### src/rtl/states_pkg.sv
// Shared state encodings for the core sequencer and the per-thread load/store unit.
package states_pkg;

    // Core pipeline phase broadcast to every thread.
    typedef enum logic [2:0] {
        CORE_IDLE    = 3'b000,
        CORE_FETCH   = 3'b001,
        CORE_DECODE  = 3'b010,
        CORE_REQUEST = 3'b011,
        CORE_WAIT    = 3'b100,
        CORE_EXECUTE = 3'b101,
        CORE_UPDATE  = 3'b110,
        CORE_DONE    = 3'b111
    } core_state_t;

    // Progress of one thread's memory access, polled by the scheduler.
    typedef enum logic [1:0] {
        LSU_IDLE       = 2'b00,
        LSU_REQUESTING = 2'b01,
        LSU_WAITING    = 2'b10,
        LSU_DONE       = 2'b11
    } lsu_state_t;

endpackage

### src/rtl/thread_lsu.sv
// Per-thread load/store unit: turns LDR/STR into a single outstanding
// valid/ready request on the read or write channel and captures load data.
module thread_lsu
    import states_pkg::*;
#(
    parameter int ADDR_BITS = 8,
    parameter int DATA_BITS = 8
) (
    input  logic                 clk,
    input  logic                 reset,
    input  logic                 enable,
    input  logic [2:0]           core_state,
    input  logic                 decoded_mem_read_enable,
    input  logic                 decoded_mem_write_enable,
    input  logic [7:0]           rs,
    input  logic [7:0]           rt,
    output logic                 mem_read_valid,
    output logic [ADDR_BITS-1:0] mem_read_address,
    input  logic                 mem_read_ready,
    input  logic [DATA_BITS-1:0] mem_read_data,
    output logic                 mem_write_valid,
    output logic [ADDR_BITS-1:0] mem_write_address,
    output logic [DATA_BITS-1:0] mem_write_data,
    input  logic                 mem_write_ready,
    output logic [1:0]           lsu_state,
    output logic [DATA_BITS-1:0] lsu_out
);

    // Number of operand bits that actually reach the address / data fields.
    localparam int ACP = (ADDR_BITS < 8) ? ADDR_BITS : 8;
    localparam int DCP = (DATA_BITS < 8) ? DATA_BITS : 8;

    lsu_state_t           state_q, state_d;
    logic                 op_read_q, op_read_d;
    logic                 rd_valid_q, rd_valid_d;
    logic [ADDR_BITS-1:0] rd_addr_q, rd_addr_d;
    logic                 wr_valid_q, wr_valid_d;
    logic [ADDR_BITS-1:0] wr_addr_q, wr_addr_d;
    logic [DATA_BITS-1:0] wr_data_q, wr_data_d;
    logic [DATA_BITS-1:0] lsu_out_q, lsu_out_d;
    logic [ADDR_BITS-1:0] addr_s;
    logic [DATA_BITS-1:0] data_s;

    // Next-state logic: everything holds unless enabled; read wins over write.
    always_comb begin
        state_d    = state_q;
        op_read_d  = op_read_q;
        rd_valid_d = rd_valid_q;
        rd_addr_d  = rd_addr_q;
        wr_valid_d = wr_valid_q;
        wr_addr_d  = wr_addr_q;
        wr_data_d  = wr_data_q;
        lsu_out_d  = lsu_out_q;
        addr_s     = '0;
        addr_s[ACP-1:0] = rs[ACP-1:0];
        data_s     = '0;
        data_s[DCP-1:0] = rt[DCP-1:0];
        if (enable) begin
            case (state_q)
                LSU_IDLE: begin
                    if ((core_state == CORE_REQUEST) &&
                        (decoded_mem_read_enable || decoded_mem_write_enable)) begin
                        op_read_d = decoded_mem_read_enable;
                        state_d   = LSU_REQUESTING;
                    end else begin
                        state_d = LSU_IDLE;
                    end
                end
                LSU_REQUESTING: begin
                    if (op_read_q) begin
                        rd_valid_d = 1'b1;
                        rd_addr_d  = addr_s;
                    end else begin
                        wr_valid_d = 1'b1;
                        wr_addr_d  = addr_s;
                        wr_data_d  = data_s;
                    end
                    state_d = LSU_WAITING;
                end
                LSU_WAITING: begin
                    if (op_read_q) begin
                        if (mem_read_ready) begin
                            lsu_out_d  = mem_read_data;
                            rd_valid_d = 1'b0;
                            state_d    = LSU_DONE;
                        end else begin
                            state_d = LSU_WAITING;
                        end
                    end else begin
                        if (mem_write_ready) begin
                            wr_valid_d = 1'b0;
                            state_d    = LSU_DONE;
                        end else begin
                            state_d = LSU_WAITING;
                        end
                    end
                end
                LSU_DONE: begin
                    if (core_state == CORE_UPDATE) begin
                        state_d = LSU_IDLE;
                    end else begin
                        state_d = LSU_DONE;
                    end
                end
                default: begin
                    state_d    = LSU_IDLE;
                    rd_valid_d = 1'b0;
                    wr_valid_d = 1'b0;
                end
            endcase
        end else begin
            state_d = state_q;
        end
    end

    // State and output registers; reset clears everything immediately.
    always_ff @(posedge clk or negedge reset) begin
        if (!reset) begin
            state_q    <= LSU_IDLE;
            op_read_q  <= 1'b0;
            rd_valid_q <= 1'b0;
            rd_addr_q  <= '0;
            wr_valid_q <= 1'b0;
            wr_addr_q  <= '0;
            wr_data_q  <= '0;
            lsu_out_q  <= '0;
        end else begin
            state_q    <= state_d;
            op_read_q  <= op_read_d;
            rd_valid_q <= rd_valid_d;
            rd_addr_q  <= rd_addr_d;
            wr_valid_q <= wr_valid_d;
            wr_addr_q  <= wr_addr_d;
            wr_data_q  <= wr_data_d;
            lsu_out_q  <= lsu_out_d;
        end
    end

    assign mem_read_valid    = rd_valid_q;
    assign mem_read_address  = rd_addr_q;
    assign mem_write_valid   = wr_valid_q;
    assign mem_write_address = wr_addr_q;
    assign mem_write_data    = wr_data_q;
    assign lsu_state         = state_q;
    assign lsu_out           = lsu_out_q;

endmodule

### config.mk
export PLATFORM = sky130hd
export DESIGN_NAME = thread_lsu
export DESIGN_NICKNAME = d
export VERILOG_FILES = /design/src/rtl/states_pkg.sv /design/src/rtl/thread_lsu.sv
export SDC_FILE = /design/constraint.sdc
export NUM_CORES = 1
export LEC_CHECK = 0
export CORE_ASPECT_RATIO = 1.5
export CORE_MARGIN = 2
export CORE_UTILIZATION = 44
export CTS_CLUSTER_SIZE = 28
export DETAILED_ROUTE_END_ITERATION = 8
export MAX_ROUTING_LAYER = met4
export PLACE_DENSITY = 0.84
export SLEW_MARGIN = 20
export SYNTH_ARGS = -nofsm -noshare
export SYNTH_HDL_FRONTEND = slang
export SYNTH_SLANG_ARGS = --single-unit
### constraint.sdc
create_clock -name clk -period 3.7 [get_ports clk]
set_clock_uncertainty 0.15 [all_clocks]
set_input_delay 0.555 -clock clk [delete_from_list [all_inputs] [get_ports clk]]
set_output_delay 0.555 -clock clk [all_outputs]
set_load 0.1 [all_outputs]
==> flow_summary.json <==
{
  "outcome": "finished clean",
  "layout.nets": 207,
  "path_clk_slew_ns": 0.07,
  "crit_arrival_ns": 2.02,
  "rsz0062_at_grt": "false",
  "cp-end-kind": "output pin",
  "yosysSeqAreaShare_pct": 59.5,
  "drc": 0,
  "syn_inst": 101,
  "antenna_found_initial": 0,
  "hold_violations": 0,
  "grt_usage_pct": 19.1,
  "synth_commonest_cells": "dfrtp_1 (37), mux2_2 (22), mux2_4 (10)",
  "die_y_um": 76.8,
  "yosysMostFrequentCell": "dfrtp_1",
  "synth_area_leader_cell": "dfrtp_1",
  "crit_fanout": 11,
  "path_cells": "clkdlybuf4s50_1",
  "synth_area_leaders": "dfrtp_1 (60%), mux2_2 (16%), mux2_4 (9.7%)",
  "wl_met2_um": 1880,
  "vias": 1102,
  "firstDrtPassIters": 4,
  "htree_levels": 2,
  "async_reset_ff_share_pct": 100,
  "wirelength_um": 3390,
  "worst-path-buf-inv": 1,
  "grt_max_degree": 38,
  "cp.depth": 1,
  "post-route-period-util_pct": 73.5,
  "io_pins": 70,
  "root_buffer": "clkbuf_8",
  "setup_slack_ns": 0.979,
  "dieWidth_um": 52.5,
  "dpl.hpwl_um": 2630,
  "startpoint": "lsu_state[0]",
  "num_rows": 26,
  "cts.repair.resized": 0,
  "post_cts_hold_buffer_count": 0,
  "period_minus_slack_ns": 2.72,
  "max_freq_mhz": 367,
  "worstMarginPinSlew_ns": 1.01,
  "max_slew_margin_pct": 32.5,
  "cpLargestDelayFamily": "buffers and inverters",
  "die-area_mm2": 0.00404,
  "insertion_delay_ns": 0.28,
  "fin_setup_tns_ns": 0,
  "synth_nets": 135,
  "synth_cell_types": 25,
  "r2r-start": "lsu_state[0]",
  "cpPeakStageDelay_ns": 1.20,
  "finalSetupViolCount": 0,
  "reg2reg_to": "lsu_out[5]",
  "crit_type": "register to output pin",
  "fill_cells": 245,
  "n_antenna_cell": 0,
  "critPathRequiredTime_ns": 2.99,
  "place_ws_ns": 1.28,
  "worst_setup_path_start_kind": "register",
  "cap_violations": 0,
  "globalplace.congestion": 0.889,
  "ys_warn_count": 0,
  "ys_dominant_reg_cell": "dfrtp_1",
  "r2r_setup_slack_ns": 1.99,
  "slew_violations": 0,
  "drive_gt1_share_pct": 26.0,
  "critPathSlowestCell": "clkdlybuf4s50_1",
  "post_drt_via_cell_ratio": 5.13,
  "core_area_mm2": 0.00338,
  "io_buffers": 69,
  "synth_area_mm2": 0.00156,
  "top_layer": "met4",
  "routedWlPerCell_um": 15.8,
  "met1_length_um": 1220,
  "final_area_mm2": 0.00235,
  "drtIter0Drc": 30,
  "grt_pass1_vias": 1185,
  "synth_edf_count": 0,
  "crit_end": "lsu_state[0]",
  "syn_avg_cell_area_um2": 15.4,
  "grt_overflow": 0,
  "cts_tree": "built",
  "routed-wl-met3_um": 214,
  "synth_top_area_share_pct": 59.5,
  "min_delay_path_depth": 1,
  "worstRegToRegCells": 3,
  "ant_nets": 0,
  "grt_pass1_wl_um": 5460,
  "numCtsBuffers": 5,
  "start_util_pct": 46.0,
  "cts.path.max_buffers": 2,
  "whs_ns": 0.355,
  "cts_num_sinks": 37,
  "ys_ff_latch": 37,
  "place_area_mm2": 0.00226,
  "postCtsSetupRepairBufs": 0,
  "area_growth_pct": 50.8,
  "hp-start": "mem_read_address[2]",
  "min_path_type": "register to register"
}
how the worst min path moves through the flow:
stage,endpoint
floorplan,lsu_out[0]
global placement,mem_read_address[5]
detailed placement,mem_write_address[5]
CTS,lsu_out[5]
global route,lsu_out[7]
finish,mem_read_address[2]
worst reg2reg max path: cells and delay by family (launching register included):
family        cells  cell delay (ns)
simple gates      2             0.59
flops             1             0.49
mux               1             0.37
final cells by class:
cell class / count / area, µm² / share of cell area [%]
Timing Repair Buffer: 70 / 698 / 29.8
Sequential cell: 37 / 926 / 39.5
Tap cell: 42 / 52.6 / 2.24
Multi-Input combinational cell: 57 / 572 / 24.4
Clock buffer: 6 / 82.6 / 3.52
Inverter: 2 / 7.51 / 0.320
Clock inverter: 1 / 7.51 / 0.320
cells in the final DEF (no fill, tap or decap):
cell	synthesis	routed
nand4_2	1	1
clkinvlp_4	0	1
o211ai_1	1	1
and2b_2	1	1
nor4bb_1	1	1
nand4b_1	1	1
inv_1	1	1
dfrtp_1	37	37
nand3_1	2	2
and4_4	1	1
o2111ai_1	1	1
a31oi_1	2	2
nand3b_1	1	1
clkdlybuf4s50_1	0	69
nand4_1	2	2
mux2_4	10	10
buf_4	1	1
clkbuf_8	0	6
nor2_1	4	4
mux2_2	22	22
nand2b_1	1	1
a32o_1	1	1
a21oi_1	4	4
inv_2	1	1
and4bb_2	1	1
cells by family after synthesis:
family	count (synthesis)	share of synthesized area, %
compound gates	9	3.78
buf+inv	7	3.70
flops	37	59.5
mux	32	25.6
simple gates	16	7.40
registers in the layout, indices dropped and copies added, names as in the netlist:
name	cells
mem_read_address	8
mem_read_valid	1
lsu_state	2
mem_write_address	8
lsu_out	8
op_read_q	1
mem_write_data	8
mem_write_valid	1
through the flow:
step           instances  util (%)
2_1_floorplan        101         -
3_3_place_gp         208      66.7
3_5_place_dp         208      66.7
4_1_cts              215      69.3
5_1_grt              215      69.3
6_report             215      69.3
routing by layer:
layer,vias to the layer above,track usage [%]
met2,55,33.4
li1,507,-
met1,530,18.6
met5,-,-
met3,10,4.86
met4,0,9.74
Power is not shown: default switching activity piles up to over one toggle a cycle in this logic, so the estimate is an artifact.
